===== config.mk =====
export PLATFORM = sky130hd
export DESIGN_NAME = usb_bus_reset_detector_flat
export DESIGN_NICKNAME = d
export VERILOG_FILES = /design/src/rtl/usb_bus_reset_detector_if.sv /design/src/rtl/usb_bus_reset_detector.sv /design/src/flat_wrapper.sv
export SDC_FILE = /design/constraint.sdc
export NUM_CORES = 1
export LEC_CHECK = 0
export ABC_CLOCK_PERIOD_IN_PS = 1650
export CAP_MARGIN = 20
export CORE_AREA = 5 5 42 44
export CTS_BUF_LIST = sky130_fd_sc_hd__clkbuf_2
export DETAILED_ROUTE_END_ITERATION = 8
export DIE_AREA = 0 0 47 49
export DONT_BUFFER_PORTS = 1
export HOLD_SLACK_MARGIN = 0.02
export PLACE_DENSITY = 0.7
export RECOVER_POWER = 25
export SYNTH_ARGS = -nofsm -noshare
export SYNTH_HDL_FRONTEND = slang
export SYNTH_SLANG_ARGS = --single-unit

===== constraint.sdc =====
create_clock -name clk -period 1.65 [get_ports clk]
set_input_delay 0.2475 -clock clk [delete_from_list [all_inputs] [get_ports clk]]
set_output_delay 0.2475 -clock clk [all_outputs]
set_load 0.02 [all_outputs]

===== src/rtl/usb_bus_reset_detector_if.sv =====
// Line-side bundle of the USB bus reset detector: raw D+/D- in, decoded
// line state plus reset/suspend indications out.
interface usb_bus_reset_detector_if;
    logic       dp_raw;
    logic       dm_raw;
    logic [1:0] line_state;
    logic       bus_reset;
    logic       reset_start;
    logic       reset_end;
    logic       suspend;
    logic       resume;

    modport slave (
        input  dp_raw, dm_raw,
        output line_state, bus_reset, reset_start, reset_end, suspend, resume
    );

    modport master (
        output dp_raw, dm_raw,
        input  line_state, bus_reset, reset_start, reset_end, suspend, resume
    );
endinterface


===== src/rtl/usb_bus_reset_detector.sv =====
// USB full-speed bus reset detector (device side); suspend/resume detection is
// compiled in only when USB_SUSPEND_DETECT_EN is defined.
module usb_bus_reset_detector #(
    parameter int RESET_MIN_CYCLES = 120,
    parameter int SUSPEND_CYCLES   = 144000
) (
    input  logic                        clk,
    input  logic                        rst_in,
    usb_bus_reset_detector_if.slave     bus
);
    localparam logic [1:0] LS_J   = 2'b10;
    localparam logic [1:0] LS_SE0 = 2'b00;
    localparam int         SE0_W  = $clog2(RESET_MIN_CYCLES + 1);
    localparam logic [SE0_W-1:0] SE0_MAX  = SE0_W'(RESET_MIN_CYCLES);
    localparam logic [SE0_W-1:0] SE0_LAST = SE0_W'(RESET_MIN_CYCLES - 1);

    if (RESET_MIN_CYCLES < 2 || SUSPEND_CYCLES < 1) begin : g_param_check
        $error("usb_bus_reset_detector: RESET_MIN_CYCLES must be >= 2 and SUSPEND_CYCLES >= 1");
    end

    typedef enum logic [1:0] {IDLE, SE0_CNT, IN_RESET, SUSPENDED} state_t;

    state_t           state_q, state_d;
    logic [1:0]       sync1_q, sync2_q;
    logic [SE0_W-1:0] se0_cnt_q, se0_cnt_d;
    logic             bus_reset_q, bus_reset_d;
    logic             reset_start_q, reset_start_d;
    logic             reset_end_q, reset_end_d;
    logic             se0;

    assign se0 = (sync2_q == LS_SE0);

    // Any non-SE0 cycle (SE1 included) restarts reset qualification.
    always_comb begin
        se0_cnt_d = '0;
        if (se0) begin
            se0_cnt_d = (se0_cnt_q == SE0_MAX) ? se0_cnt_q : se0_cnt_q + 1'b1;
        end
    end

`ifdef USB_SUSPEND_DETECT_EN
    localparam logic [1:0]     LS_K   = 2'b01;
    localparam int             J_W    = $clog2(SUSPEND_CYCLES + 1);
    localparam logic [J_W-1:0] J_MAX  = J_W'(SUSPEND_CYCLES);
    localparam logic [J_W-1:0] J_LAST = J_W'(SUSPEND_CYCLES - 1);

    logic [J_W-1:0] j_cnt_q, j_cnt_d;
    logic           suspend_q, suspend_d;
    logic           resume_q, resume_d;
    logic           j_line, k_line;

    assign j_line = (sync2_q == LS_J);
    assign k_line = (sync2_q == LS_K);

    always_comb begin
        j_cnt_d = '0;
        if (j_line) begin
            j_cnt_d = (state_q == IDLE && j_cnt_q != J_MAX) ? j_cnt_q + 1'b1 : j_cnt_q;
        end
    end
`endif

    always_comb begin
        state_d       = state_q;
        reset_start_d = 1'b0;
        reset_end_d   = 1'b0;
`ifdef USB_SUSPEND_DETECT_EN
        resume_d      = 1'b0;
`endif
        case (state_q)
            IDLE: begin
                if (se0) begin
                    state_d = SE0_CNT;
                end
`ifdef USB_SUSPEND_DETECT_EN
                else if (j_line && j_cnt_q == J_LAST) begin
                    state_d = SUSPENDED;
                end
`endif
            end
            SE0_CNT: begin
                if (!se0) begin
                    state_d = IDLE;
                end else if (se0_cnt_q == SE0_LAST) begin
                    state_d       = IN_RESET;
                    reset_start_d = 1'b1;
                end
            end
            IN_RESET: begin
                if (!se0) begin
                    state_d     = IDLE;
                    reset_end_d = 1'b1;
                end
            end
`ifdef USB_SUSPEND_DETECT_EN
            SUSPENDED: begin
                // SE0 while suspended counts as the first cycle of a possible reset.
                if (k_line) begin
                    state_d  = IDLE;
                    resume_d = 1'b1;
                end else if (se0) begin
                    state_d  = SE0_CNT;
                    resume_d = 1'b1;
                end
            end
`endif
            default: state_d = IDLE;
        endcase
        bus_reset_d = (state_d == IN_RESET);
`ifdef USB_SUSPEND_DETECT_EN
        suspend_d   = (state_d == SUSPENDED);
`endif
    end

    // Synchronizers reset to J so release never looks like the start of SE0.
    always_ff @(posedge clk or negedge rst_in) begin
        if (!rst_in) begin
            sync1_q       <= LS_J;
            sync2_q       <= LS_J;
            state_q       <= IDLE;
            se0_cnt_q     <= '0;
            bus_reset_q   <= 1'b0;
            reset_start_q <= 1'b0;
            reset_end_q   <= 1'b0;
`ifdef USB_SUSPEND_DETECT_EN
            j_cnt_q       <= '0;
            suspend_q     <= 1'b0;
            resume_q      <= 1'b0;
`endif
        end else begin
            sync1_q       <= {bus.dp_raw, bus.dm_raw};
            sync2_q       <= sync1_q;
            state_q       <= state_d;
            se0_cnt_q     <= se0_cnt_d;
            bus_reset_q   <= bus_reset_d;
            reset_start_q <= reset_start_d;
            reset_end_q   <= reset_end_d;
`ifdef USB_SUSPEND_DETECT_EN
            j_cnt_q       <= j_cnt_d;
            suspend_q     <= suspend_d;
            resume_q      <= resume_d;
`endif
        end
    end

    assign bus.line_state  = sync2_q;
    assign bus.bus_reset   = bus_reset_q;
    assign bus.reset_start = reset_start_q;
    assign bus.reset_end   = reset_end_q;
`ifdef USB_SUSPEND_DETECT_EN
    assign bus.suspend     = suspend_q;
    assign bus.resume      = resume_q;
`else
    assign bus.suspend     = 1'b0;
    assign bus.resume      = 1'b0;
`endif

endmodule


===== src/flat_wrapper.sv =====
// flat-port wrapper written by rule: the top's interface ports become plain ports
module usb_bus_reset_detector_flat 
#(
    parameter int RESET_MIN_CYCLES = 120,
    parameter int SUSPEND_CYCLES   = 144000
)
  (clk, rst_in, bus_dp_raw, bus_dm_raw, bus_line_state, bus_bus_reset, bus_reset_start, bus_reset_end, bus_suspend, bus_resume);
  usb_bus_reset_detector_if bus_i ();
  input  logic clk;
  input  logic rst_in;
  input wire logic [$bits(bus_i.dp_raw)-1:0] bus_dp_raw;
  input wire logic [$bits(bus_i.dm_raw)-1:0] bus_dm_raw;
  output wire logic [$bits(bus_i.line_state)-1:0] bus_line_state;
  output wire logic [$bits(bus_i.bus_reset)-1:0] bus_bus_reset;
  output wire logic [$bits(bus_i.reset_start)-1:0] bus_reset_start;
  output wire logic [$bits(bus_i.reset_end)-1:0] bus_reset_end;
  output wire logic [$bits(bus_i.suspend)-1:0] bus_suspend;
  output wire logic [$bits(bus_i.resume)-1:0] bus_resume;
  assign bus_i.dp_raw = bus_dp_raw;
  assign bus_i.dm_raw = bus_dm_raw;
  assign bus_line_state = bus_i.line_state;
  assign bus_bus_reset = bus_i.bus_reset;
  assign bus_reset_start = bus_i.reset_start;
  assign bus_reset_end = bus_i.reset_end;
  assign bus_suspend = bus_i.suspend;
  assign bus_resume = bus_i.resume;
  usb_bus_reset_detector #(.RESET_MIN_CYCLES(RESET_MIN_CYCLES), .SUSPEND_CYCLES(SUSPEND_CYCLES)) u_core (.clk(clk), .rst_in(rst_in), .bus(bus_i));
endmodule

==> flow_summary.ini, run 1 <==
[routing]
first_iter_violations = 10
antenna_left = 0
routed_wl_mm = 1.09
routed_via_density = 5.41
drt-wirelength-per-cell_um = 13.4
firstDrtPassIters = 4
vias = 438
drcViolationCount = 0

[yosys]
yosys.area.top_type = dfrtp_1
synthAdderAreaFrac = 0.0372
synth_compound_area_frac = 0.0633
muxShareOfSynthArea = 0
synth_seq_cells = 16
synth_ff_type = dfrtp_1
synth_area_um2 = 672
ys_seq_area_frac = 0.600
yosys-top-cells-area = dfrtp_1 (52%), dfstp_2 (7.8%), ha_1 (3.7%)
yosysWarnings = 0
postSynthCellCount = 60
synth_top_family_by_area = simple AND/OR/NAND/NOR gates
synth_xor_xnor_area_share = 0.0391
async_flop_share = 1.00
netlist.area_leader.share = 0.521
synth-simple-area-share = 0.216
synth_edf_count = 0
synth_cell_types = 27
syn_area_per_cell_um2 = 11.2

[clocking]
clock-sinks = 16
cts_max_level = 1
cts_buffers = 3
cts_setup_buffers = 0
clk_latency_ns = 0.28
cts_buffer_depth = 2
clockRootBuffer = clkbuf_2
cts_tree = built
path_clk_slew_ns = 0.13

[global_route]
grt_pass1_wl_mm = 1.90
grt_max_degree = 17
antenna_found_initial = 0
grt_usage = 0.111
grt_pass1_vias = 447
overflow = 0

[worst_setup_path]
reg2reg_from = u_core.se0_cnt_q[0]
worst-r2r-setup-slack_ns = 0.33
startpoint = u_core.se0_cnt_q[0]
r2r_cells = 5
crit_end = u_core.se0_cnt_q[2]
worstSetupPathType = flop to flop
worstPathRequired_ns = 1.85
endpoint_kind = flop
arrival_ns = 1.51
r2r_end = u_core.se0_cnt_q[2]
worstPathMaxFanout = 4
start_kind = flop

[sta]
maxSlewHeadroom = 0.536
grt_setup_unrepaired = false
setup_viol = 0
skew_ns = 0.0152
setup_tns_ns = 0
final_max_slew_viol_count = 0
finalHoldViolCount = 0
setup_slack_ns = 0.331
period_share = 0.799
max_freq_mhz = 758
tightest_slew_ns = 0.693
min_period_ns = 1.32

[layout]
final_common_cell = dfrtp_1
area_growth_pct = 8.19
nFillCells = 128
antenna_cells = 0
fin_util = 0.519
fin_nets = 72
drive_above_1_share = 0.123
mostFrequentLayoutCells = dfrtp_1 (14), nor2_1 (5), clkbuf_2 (4)

[floorplanning]
die_x_um = 47
die_area_um2 = 2300
die_h_um = 49
rows = 14
start_util = 0.479
core-area_um2 = 1400
io_pins = 11

[power]
switching_share = 0.230
seqPwrFrac = 0.665
p_comb_frac = 0.050
ir_drop_mv = 0.509
p_per_area_nw_per_um2 = 852
p_int_w = 0.000477
clockPowerShare = 0.285
power_leakage_nw = 0.318
power_switching_w = 0.000143

[placed_design]
pre_cts_ws_ns = 0.342
port_buffers = 0
dp_hpwl_um = 798
gp_congestion = 0.655

[hold_path]
hold_depth = 0
min_path_type = flop to flop

[outcome]
outcome = finished, final reports clean

[job]
drv_cap = 0
-- power groups by stage --
| stage | logic (W) | registers (W) | clock network [W] |
|---|---|---|---|
| 4_1_cts | 0.0000319 | 0.000413 | 0.000185 |
| 3_5_place_dp | 0.0000186 | 0.000420 | 0 |
| 3_3_place_gp | 0.0000183 | 0.000420 | 0 |
| 2_1_floorplan | 0.0000199 | 0.000418 | 0 |
| 5_1_grt | 0.0000360 | 0.000414 | 0.000200 |
| 6_report | 0.0000309 | 0.000412 | 0.000176 |
-- synth_stat cells (2+ instances only) --
cell type	instances
nand2_1	3
inv_1	2
or3_1	3
a21oi_1	3
nor2_1	5
buf_4	2
ha_1	2
o22ai_1	2
nand3_1	3
o21ai_0	3
dfstp_2	2
dfrtp_1	14
xor2_1	2
-- worst min path at each step --
stage                               end  slack, ns              start
6_report       u_core.bus.line_state[1]       0.37  u_core.sync1_q[1]
2_1_floorplan      u_core.bus.bus_reset      -0.05             rst_in
4_1_cts        u_core.bus.line_state[1]       0.37  u_core.sync1_q[1]
5_1_grt        u_core.bus.line_state[1]       0.38  u_core.sync1_q[1]
3_3_place_gp        u_core.se0_cnt_q[5]      -0.05             rst_in
3_5_place_dp        u_core.se0_cnt_q[5]      -0.05             rst_in
-- flip-flops by register name, indices dropped and copies added (netlist names) --
register and flops:
u_core.bus.line_state 2, u_core.bus.reset_start 1, u_core.se0_cnt_q 7, u_core.bus.reset_end 1, u_core.sync1_q 2, u_core.state_q 2
u_core.bus.bus_reset 1
-- per-stage QoR --
stage / area [um^2] / hold WS (ns) / cells / total power, W
CTS: 727 / 0.369 / 81 / 0.000629
finish: 727 / 0.373 / 81 / 0.000619
floorplan: 676 / -0.0481 / 61 / 0.000438
detailed placement: 677 / -0.0474 / 74 / 0.000438
global route: 727 / 0.380 / 81 / 0.000650
global placement: 677 / -0.0474 / 74 / 0.000438
-- metal layers --
metal / up-vias / part of all wire / GRT usage
li1: 210 / - / -
met1: 217 / 0.42 / 0.148
met2: 9 / 0.50 / 0.167
met3: 2 / 0.072 / 0.0406
met4: 0 / 0.0092 / 0.0276
met5: - / 0 / 0
-- timing repair --
| item | in CTS | in global routing |
|---|---|---|
| endpoints found under the hold margin | 18 | 0 |
| hold buffers | 3 | 0 |
| resized for setup | 0 | 0 |
-- layout make-up --
cell class              count  area [um^2]  area share
clock buffers               4         20.0      0.0275
repair buffers              3         30.0      0.0413
flip-flops and latches     16          403       0.554
multi-input cells          40          246       0.339
well taps                  16         20.0      0.0275
inverters                   2         7.51      0.0103
-- worst max-delay path, stage by stage (launching register included) --
cell and delay, ns:
dfrtp_1 0.42, inv_1 0.09, ha_1 0.19, and3b_2 0.23
and2_1 0.17, nor3_1 0.16
-- logic make-up after synthesis --
family | Yosys count
simple gates | 25
flops | 16
compound gates | 8
buf+inv | 5
xor+xnor | 3
fa+ha+maj | 2
other cells | 1
No activity file was read; power rests on OpenSTA's default activity.
==> inputs of run 2 (changes only) <==
Settings changed: ABC_CLOCK_PERIOD_IN_PS 1650 to 1240.
Clock period 1.65 ns to 1.24 ns, I/O delays scaled along.
==> run 2 against run 1 <==
Cell area up 12%. Clock-buffer cell count down 1. Die area stayed put. Sequential share of layout area is 6.1 points lower. Largest power group unchanged. Sequential cell count stayed put. Via count grew 2.7%. Critical path depth did not move. Global-route usage is 2.2 points higher. Clock power is 32% higher. Critical endpoint is now u_core.se0_cnt_q[0]. Register-to-register slack got worse by 0.31 ns. Worst hold slack got worse by 0.022 ns. Clock skew shrank 0.011 ns.
==> flow_summary.ini, run 2 (synthesized netlist as in run 1, its figures left out) <==
[clocking]
path_clk_slew_ns = 0.15
cts_buffers = 3
cts_buffer_depth = 2
cts_max_level = 1
clk_latency_ns = 0.29
clockRootBuffer = clkbuf_2
cts_tree = built
cts_setup_buffers = 0
clock-sinks = 16

[worst_setup_path]
endpoint_kind = flop
worst-r2r-setup-slack_ns = 0.02
worstSetupPathType = flop to flop
worstPathRequired_ns = 1.44
start_kind = flop
r2r_cells = 5
r2r_end = u_core.se0_cnt_q[0]
worstPathMaxFanout = 4
arrival_ns = 1.42
reg2reg_from = u_core.se0_cnt_q[1]

[floorplanning]
core-area_um2 = 1400
rows = 14
start_util = 0.479
die_x_um = 47
io_pins = 11
die_area_um2 = 2300
die_h_um = 49

[routing]
routed_wl_mm = 1.21
routed_via_density = 5.23
firstDrtPassIters = 4
first_iter_violations = 2
drt-wirelength-per-cell_um = 14.1
vias = 450
antenna_left = 0
drcViolationCount = 0

[sta]
maxSlewHeadroom = 0.544
tightest_slew_ns = 0.681
final_max_slew_viol_count = 0
period_share = 0.986
max_freq_mhz = 818
grt_setup_unrepaired = true
setup_viol = 0
whs_ns = 0.351
finalHoldViolCount = 0
skew_ns = 0.00418
setup_slack_ns = 0.0178
min_period_ns = 1.22

[layout]
top_register = u_core.se0_cnt_q
largest_register_ffs = 7
fin_nets = 77
drive_above_1_share = 0.357
area_growth_pct = 21.6
final_common_cell = dfrtp_1
mostFrequentLayoutCells = dfrtp_1 (14), nor2_1 (5), buf_4 (5)
fin_util = 0.583
antenna_cells = 0
nFillCells = 120
finalInstanceArea_um2 = 817

[global_route]
grt_usage = 0.133
busiest_layer = met2
grt.met2_usage = 0.190
antenna_found_initial = 0
grt_pass1_vias = 464
use_met1 = 0.183
grt_max_degree = 17
grt_pass1_wl_mm = 2.18
overflow = 0
met3_usage = 0.0406

[placed_design]
pre_cts_ws_ns = -0.00974
dp_hpwl_um = 839
port_buffers = 0
gp_congestion = 0.721
place_area_um2 = 714

[power]
p_per_area_nw_per_um2 = 1030
power_leakage_nw = 0.347
ir_drop_mv = 0.784

[hold_path]
min_path_type = input pin to asynchronous set/reset pin

[job]
drv_cap = 0

[outcome]
outcome = finished, final reports clean
-- run 2: worst max-delay path: stages, from the launching register on --
cell and delay [ns]:
dfrtp_1 0.44, inv_1 0.07, ha_2 0.15, and3b_2 0.23, nand3_1 0.07, nor3b_2 0.16
-- run 2: stage by stage --
| step | TNS (ns) | instances | power (W) |
|---|---|---|---|
| floorplan | 0 | 61 | 0.000583 |
| global placement | 0 | 79 | 0.000592 |
| detailed placement | -0.00974 | 79 | 0.000593 |
| CTS | 0 | 86 | 0.000845 |
| global route | -0.295 | 86 | 0.000896 |
| finish | 0 | 86 | 0.000839 |
-- run 2: timing repair --
action                                  CTS  global route
endpoints found under the setup margin    5             9
pin swaps                                 3             7
endpoints found under the hold margin    18             0
resized for setup                         7             6
hold buffers                              3             0
-- run 2: worst max-delay path by stage --
stage,to,cells past startpoint,startpoint
floorplan,u_core.se0_cnt_q[2],5,u_core.se0_cnt_q[0]
global placement,u_core.se0_cnt_q[2],5,u_core.se0_cnt_q[0]
detailed placement,u_core.se0_cnt_q[2],5,u_core.se0_cnt_q[0]
CTS,u_core.se0_cnt_q[2],5,u_core.se0_cnt_q[1]
global route,u_core.se0_cnt_q[6],4,u_core.se0_cnt_q[1]
finish,u_core.se0_cnt_q[0],5,u_core.se0_cnt_q[1]
-- run 2: routing by layer --
| layer | vias up | share of wire |
|---|---|---|
| li1 | 221 | - |
| met1 | 218 | 0.43 |
| met2 | 9 | 0.50 |
| met3 | 2 | 0.050 |
| met4 | 0 | 0.018 |
| met5 | - | 0 |
-- run 2: layout make-up --
type / instances / area [um^2] / share of cell area
clock buffers: 3 / 15.0 / 0.0184
inverters: 2 / 7.51 / 0.00919
repair buffers: 8 / 67.6 / 0.0827
well taps: 16 / 20.0 / 0.0245
clock inverters: 1 / 3.75 / 0.00459
flip-flops and latches: 16 / 403 / 0.493
multi-input cells: 40 / 300 / 0.368
-- run 2: where the power goes --
group          switching (W)  total (W)  internal (W)
sequential         0.0000114   0.000547      0.000536
combinational      0.0000357  0.0000595     0.0000238
clock               0.000162   0.000232     0.0000700
==> inputs of run 3 (changes only) <==
Settings changed: CTS_CLUSTER_SIZE set to 28.
==> results of run 3 <==
Same layout as run 2: the final DEF is identical, and so are final timing and power.
